### src/rtl/operand_sequencer_if.sv
// Bus bundle between operand_sequencer and its neighbours: A/B load, row/column issue,
// scalar result return and C hand-off. slave = sequencer side, master = environment side.
interface operand_sequencer_if #(
  parameter int unsigned number_of_elements = 4
);
  localparam int unsigned VecW = 32 * number_of_elements;
  localparam int unsigned MatW = 32 * number_of_elements * number_of_elements;

  logic [MatW-1:0] a;
  logic            a_i_stb;
  logic            a_i_ack;
  logic [MatW-1:0] b;
  logic            b_i_stb;
  logic            b_i_ack;
  logic [VecW-1:0] row;
  logic            row_o_stb;
  logic            row_o_ack;
  logic [VecW-1:0] column;
  logic            column_o_stb;
  logic            column_o_ack;
  logic [31:0]     result;
  logic            result_i_stb;
  logic            result_i_ack;
  logic [MatW-1:0] c;
  logic            c_o_stb;
  logic            c_o_ack;

  modport slave (
    input  a, a_i_stb, b, b_i_stb, row_o_ack, column_o_ack, result, result_i_stb, c_o_ack,
    output a_i_ack, b_i_ack, row, row_o_stb, column, column_o_stb, result_i_ack, c, c_o_stb
  );

  modport master (
    output a, a_i_stb, b, b_i_stb, row_o_ack, column_o_ack, result, result_i_stb, c_o_ack,
    input  a_i_ack, b_i_ack, row, row_o_stb, column, column_o_stb, result_i_ack, c, c_o_stb
  );
endinterface

### src/rtl/operand_sequencer.sv
// Walks every (i,j) of C = A x B, issuing row i / column j to an inner-product unit and
// collecting results. OPERAND_SEQUENCER_PERF_EN adds a saturating busy-cycle counter `cycles`.
module operand_sequencer #(
  parameter int unsigned number_of_elements = 4
) (
  input  logic                   clk,
  input  logic                   rst,
  operand_sequencer_if.slave     bus
`ifdef OPERAND_SEQUENCER_PERF_EN
  ,
  output logic [31:0]            cycles
`endif
);
  localparam int unsigned N    = number_of_elements;
  localparam int unsigned IdxW = (N > 1) ? $clog2(N) : 1;
  localparam int unsigned MatW = 32 * N * N;
  localparam logic [IdxW-1:0] Last = IdxW'(N - 1);

  typedef enum logic [2:0] {StIdle, StSend, StWaitRes, StNext, StDone} state_e;

  state_e          state_q, state_d;
  logic [IdxW-1:0] i_q, i_d, j_q, j_d;
  logic [MatW-1:0] a_q, a_d, b_q, b_d, c_q, c_d;
  logic            row_stb_q, row_stb_d, col_stb_q, col_stb_d;
  logic            load_ack_q, load_ack_d;

  always_comb begin
    state_d    = state_q;
    i_d        = i_q;
    j_d        = j_q;
    a_d        = a_q;
    b_d        = b_q;
    c_d        = c_q;
    row_stb_d  = row_stb_q;
    col_stb_d  = col_stb_q;
    load_ack_d = 1'b0;
    unique case (state_q)
      StIdle: begin
        if (bus.a_i_stb && bus.b_i_stb) begin
          a_d        = bus.a;
          b_d        = bus.b;
          c_d        = '0;
          i_d        = '0;
          j_d        = '0;
          load_ack_d = 1'b1;
          row_stb_d  = 1'b1;
          col_stb_d  = 1'b1;
          state_d    = StSend;
        end
      end
      StSend: begin
        // Each vector retires on its own; move on once both have been taken.
        if (row_stb_q && bus.row_o_ack) row_stb_d = 1'b0;
        if (col_stb_q && bus.column_o_ack) col_stb_d = 1'b0;
        if (!row_stb_d && !col_stb_d) state_d = StWaitRes;
      end
      StWaitRes: begin
        if (bus.result_i_stb) begin
          c_d[32 * (int'(i_q) * N + int'(j_q)) +: 32] = bus.result;
          state_d = StNext;
        end
      end
      StNext: begin
        if (i_q == Last && j_q == Last) begin
          i_d     = '0;
          j_d     = '0;
          state_d = StDone;
        end else begin
          if (j_q == Last) begin
            j_d = '0;
            i_d = i_q + IdxW'(1);
          end else begin
            j_d = j_q + IdxW'(1);
          end
          row_stb_d = 1'b1;
          col_stb_d = 1'b1;
          state_d   = StSend;
        end
      end
      StDone: begin
        if (bus.c_o_ack) state_d = StIdle;
      end
      default: state_d = StIdle;
    endcase
  end

  always_ff @(posedge clk or negedge rst) begin
    if (!rst) begin
      state_q    <= StIdle;
      i_q        <= '0;
      j_q        <= '0;
      a_q        <= '0;
      b_q        <= '0;
      c_q        <= '0;
      row_stb_q  <= 1'b0;
      col_stb_q  <= 1'b0;
      load_ack_q <= 1'b0;
    end else begin
      state_q    <= state_d;
      i_q        <= i_d;
      j_q        <= j_d;
      a_q        <= a_d;
      b_q        <= b_d;
      c_q        <= c_d;
      row_stb_q  <= row_stb_d;
      col_stb_q  <= col_stb_d;
      load_ack_q <= load_ack_d;
    end
  end

  // Vectors are pure selects of stored operands, so they read zero while in reset.
  always_comb begin
    bus.row    = '0;
    bus.column = '0;
    for (int unsigned k = 0; k < N; k++) begin
      bus.row[32 * k +: 32]    = a_q[32 * (int'(i_q) * N + k) +: 32];
      bus.column[32 * k +: 32] = b_q[32 * (k * N + int'(j_q)) +: 32];
    end
  end

  assign bus.a_i_ack      = load_ack_q;
  assign bus.b_i_ack      = load_ack_q;
  assign bus.row_o_stb    = row_stb_q;
  assign bus.column_o_stb = col_stb_q;
  assign bus.result_i_ack = (state_q == StSend) || (state_q == StWaitRes);
  assign bus.c            = c_q;
  assign bus.c_o_stb      = (state_q == StDone);

`ifdef OPERAND_SEQUENCER_PERF_EN
  logic [31:0] cycles_q, cycles_d;

  always_comb begin
    cycles_d = cycles_q;
    if (state_q == StIdle && state_d == StSend) begin
      cycles_d = '0;
    end else if ((state_q == StSend || state_q == StWaitRes || state_q == StNext) &&
                 cycles_q != 32'hFFFF_FFFF) begin
      cycles_d = cycles_q + 32'd1;
    end
  end

  always_ff @(posedge clk or negedge rst) begin
    if (!rst) cycles_q <= '0;
    else      cycles_q <= cycles_d;
  end

  assign cycles = cycles_q;
`endif
endmodule
### src/flat_wrapper.sv
// flat-port wrapper written by rule: the top's interface ports become plain ports
module operand_sequencer_flat 
#(
  parameter int unsigned number_of_elements = 4
)
  (clk, rst, bus_a, bus_a_i_stb, bus_b, bus_b_i_stb, bus_row_o_ack, bus_column_o_ack, bus_result, bus_result_i_stb, bus_c_o_ack, bus_a_i_ack, bus_b_i_ack, bus_row, bus_row_o_stb, bus_column, bus_column_o_stb, bus_result_i_ack, bus_c, bus_c_o_stb);
  operand_sequencer_if #(.number_of_elements(number_of_elements)) bus_i ();
  input  logic clk;
  input  logic rst;
  input wire logic [$bits(bus_i.a)-1:0] bus_a;
  input wire logic [$bits(bus_i.a_i_stb)-1:0] bus_a_i_stb;
  input wire logic [$bits(bus_i.b)-1:0] bus_b;
  input wire logic [$bits(bus_i.b_i_stb)-1:0] bus_b_i_stb;
  input wire logic [$bits(bus_i.row_o_ack)-1:0] bus_row_o_ack;
  input wire logic [$bits(bus_i.column_o_ack)-1:0] bus_column_o_ack;
  input wire logic [$bits(bus_i.result)-1:0] bus_result;
  input wire logic [$bits(bus_i.result_i_stb)-1:0] bus_result_i_stb;
  input wire logic [$bits(bus_i.c_o_ack)-1:0] bus_c_o_ack;
  output wire logic [$bits(bus_i.a_i_ack)-1:0] bus_a_i_ack;
  output wire logic [$bits(bus_i.b_i_ack)-1:0] bus_b_i_ack;
  output wire logic [$bits(bus_i.row)-1:0] bus_row;
  output wire logic [$bits(bus_i.row_o_stb)-1:0] bus_row_o_stb;
  output wire logic [$bits(bus_i.column)-1:0] bus_column;
  output wire logic [$bits(bus_i.column_o_stb)-1:0] bus_column_o_stb;
  output wire logic [$bits(bus_i.result_i_ack)-1:0] bus_result_i_ack;
  output wire logic [$bits(bus_i.c)-1:0] bus_c;
  output wire logic [$bits(bus_i.c_o_stb)-1:0] bus_c_o_stb;
  assign bus_i.a = bus_a;
  assign bus_i.a_i_stb = bus_a_i_stb;
  assign bus_i.b = bus_b;
  assign bus_i.b_i_stb = bus_b_i_stb;
  assign bus_i.row_o_ack = bus_row_o_ack;
  assign bus_i.column_o_ack = bus_column_o_ack;
  assign bus_i.result = bus_result;
  assign bus_i.result_i_stb = bus_result_i_stb;
  assign bus_i.c_o_ack = bus_c_o_ack;
  assign bus_a_i_ack = bus_i.a_i_ack;
  assign bus_b_i_ack = bus_i.b_i_ack;
  assign bus_row = bus_i.row;
  assign bus_row_o_stb = bus_i.row_o_stb;
  assign bus_column = bus_i.column;
  assign bus_column_o_stb = bus_i.column_o_stb;
  assign bus_result_i_ack = bus_i.result_i_ack;
  assign bus_c = bus_i.c;
  assign bus_c_o_stb = bus_i.c_o_stb;
  operand_sequencer #(.number_of_elements(number_of_elements)) u_core (.clk(clk), .rst(rst), .bus(bus_i));
endmodule
### config.mk
export PLATFORM = sky130hd
export DESIGN_NAME = operand_sequencer_flat
export DESIGN_NICKNAME = d
export VERILOG_FILES = /design/src/rtl/operand_sequencer_if.sv /design/src/rtl/operand_sequencer.sv /design/src/flat_wrapper.sv
export SDC_FILE = /design/constraint.sdc
export NUM_CORES = 2
export LEC_CHECK = 0
export ABC_AREA = 1
export CAP_MARGIN = 30
export CORE_AREA = 10 10 712 714
export CTS_BUF_LIST = sky130_fd_sc_hd__clkbuf_8
export DETAILED_ROUTE_END_ITERATION = 8
export DIE_AREA = 0 0 722 724
export SYNTH_ARGS = -nofsm -noshare
export SYNTH_HDL_FRONTEND = slang
export SYNTH_SLANG_ARGS = --single-unit
### constraint.sdc
create_clock -name clk -period 3.95 [get_ports clk]
set_input_delay 0.79 -clock clk [delete_from_list [all_inputs] [get_ports clk]]
set_output_delay 0.79 -clock clk [all_outputs]
set_load 0.01 [all_outputs]
==> impl_metrics.tcl <==
set metrics [dict create \
    wl_per_cell_um 29.6 \
    drt_first_pass_iters 8 \
    grt_pass1_wl_mm 654 \
    crit_type "flip-flop to output pin" \
    globalRoute.totalOverflow 0 \
    hold_viol 0 \
    antenna_found_initial 169 \
    yosysWarningCount 0 \
    post-dp-hpwl_mm 388 \
    finalSetupViolations 0 \
    utilization 0.214 \
    met3_usage 0.0652 \
    grt_max_degree 163 \
    clkSlewWorstSetupHoldPaths_ps 60 \
    finalWorstSetupSlack_ps 135 \
    clock-sinks 1546 \
    min_period_ps 3820 \
    ys_seq_area_frac 0.582 \
    finalClockSkew_ps 66.6 \
    critical_path.endpoint_type "output pin" \
    period_share 0.966 \
    cp_max_fo 19 \
    post-route-drc-count 0 \
    status "finished clean" \
    clk_latency_ps 1050 \
    cpMostUsedCell "buf_12" \
    multiInputGateArea_um2 26400 \
    die_y_um 724 \
    maxCapViolCount 0 \
    worst_pin_slew_ps 970 \
    gr-usage-met2 0.298 \
    instances_no_fill 17000 \
    start_util 0.135 \
    avgSynthCellArea_um2 8.01 \
    slew-limit-headroom 0.353 \
    routed_wl_mm 504 \
    fillers 54300 \
    grt_pass1_vias 68700 \
    cts_root_buffer "clkbuf_8" \
    yosys-top-cells-area "dfrtp_1 58%, nand2_1 23%, o21ai_0 5.4%" \
    cp-start-kind "flip-flop" \
    portBuffers 1837 \
    critPathSlowestCell "dfrtp_4" \
    route.antenna.remaining_nets 0 \
    netlist_area_um2 66400 \
    core_um2 492000 \
    grt_util_met1 0.207 \
    num_rows 258 \
    drt_iter0_markers 7373 \
    drive_above_1_share 0.119 \
    gp_congestion 0.968 \
    clock_path_buffers 4 \
    seq_area_um2 38700 \
    syn-num-nets 9364 \
    cp_data_arrival_time_ps 3030 \
    crit_required_ps 3160 \
    grt_setup_unrepaired "yes" \
    crit_chain "buf_12 > inv_16 > buf_12 > buf_12 > o21ai_1 > o22ai_2 > buf_4" \
    peakVddDrop_v 0.000438 \
    ioPinCount 1838 \
    postSynthCellCount 8293 \
    nets 11300 \
    vias 69600 \
    ys_ff_latch 1546 \
    dieArea_um2 523000 \
    dp_slack_ps 539 \
    clock.fmax_mhz 262 \
    cts_inserted_buffers 302 \
    vias_per_cell 4.08 \
    grt.busiest_layer "met2" \
    dp_cells 16300 \
    cts_tree "done" \
    hold_ws_ps 254 \
    synth_area_leader_cell "dfrtp_1" \
    grt_usage 0.183 \
    leakage_nw 48.5 \
    final_max_slew_viol_count 0 \
    synth_top_area_share 0.582 \
    p_per_area_nw_per_um2 762 \
    synth_cell_types 24 \
    max_stage_delay_ps 530 \
    synthToLayoutAreaGrowth_pct 58.7 \
    htreeDepth 5 \
    min_path_type "input pin to flip-flop" \
    die_x_um 722 \
]
-- timing repair --
item	CTS	global route
setup endpoints to repair	237	47
hold buffers	1	0
cloned	54	2
gates resized for setup	655	26
pin swaps	86	6
setup buffers	66	1
hold endpoints to repair	32	0
-- cell families (layout without fill, tap and decap cells) --
kind of cell	count (synthesis)	after routing	synth area share
buffers and inverters	694	2855	0.0433
AOI/OAI and AO/OA	1113	1113	0.0889
and+or+nand+nor	4933	4933	0.284
adders and majority gates	7	7	0.00132
other	0	76	0
DFF	1546	1546	0.582
-- Yosys cell counts --
cell	instances
nor2_1	664
o21ai_2	3
o2111ai_1	1
inv_4	1
nor2_2	1
nand3_1	108
ha_1	7
nand4_1	38
buf_4	11
inv_2	7
o22ai_1	257
nand2_2	1
o21ai_0	721
buf_1	23
nor2_4	4
dfrtp_1	1546
buf_2	150
clkbuf_1	368
o21ai_1	127
inv_1	129
buf_6	5
nand2_1	4052
a21oi_1	4
nor3_1	65
-- flip-flops by register name (all words and copies together) (netlist names) --
register	flops
u_core.a_q	512
u_core.b_q	512
u_core.i_q	2
u_core.bus.a_i_ack	1
u_core.state_q	3
u_core.bus.row_o_stb	1
u_core.bus.column_o_stb	1
u_core.bus.c	512
u_core.j_q	2
-- final cells by class --
type                       count  share of cell area
antenna                       76             0.00180
clock buffer                 364              0.0475
clock inverter               167              0.0109
inverter                     137             0.00550
multi-input combinational   6053               0.251
sequential                  1546               0.367
tap                         6500              0.0771
timing repair buffer        2185               0.239
timing repair inverter         2            0.000273
-- cell usage in the layout, fill, tap and decap left out, types with 56 or more instances in the layout --
cell	count
clkdlybuf4s50_1	1579
dfrtp_1	1542
nand2_1	4047
inv_1	223
nor2_1	608
o21ai_0	630
o22ai_1	123
dlygate4sd2_1	56
buf_4	165
buf_16	65
nor3_1	60
o21ai_1	182
diode_2	76
o22ai_2	112
clkbuf_8	364
nand3_1	106
buf_12	218
-- metal layers --
layer  up-vias  routed length, um
met5         -                515
met4        74              34100
met3      1003              50400
met2      3782             234000
met1     34400             186000
li1      30300                  -
-- power breakdown --
part / switching, W / internal (W)
logic: 0.0234 / 0.0150
registers: 0.00348 / 0.0212
clock network: 0.00817 / 0.00911
total: 0.0351 / 0.0453
-- critical path: cells and delay by family (launching register included) --
kind | cells | cell delay, ps
compound gates | 2 | 620
buf+inv | 5 | 760
flops | 1 | 530
-- final timing paths --
kind | start | endpoint | slack (ps) | depth (start not counted)
worst max-delay path | u_core.j_q[0] | bus_column[43] | 130 | 7
worst max register to register | u_core.j_q[0] | u_core.bus.c[251] | 470 | 9
worst min register to register | u_core.bus.c[155] | u_core.bus.c[155] | 470 | 2
worst min-delay path | bus_b[427] | u_core.b_q[427] | 250 | 3
min in group asynchronous | rst | u_core.a_q[50] | 370 | 2
max in group asynchronous | rst | u_core.a_q[35] | 2040 | 4
-- stage by stage --
step	total power, W	TNS [ps]	area [um^2]
CTS	0.0812	-4160	105000
finish	0.0804	0	105000
floorplan	0.0362	0	66400
detailed placement	0.0594	0	94800
global route	0.0845	-126	105000
global placement	0.0592	0	94700
Note: power is estimated with default switching activity, not from simulation.
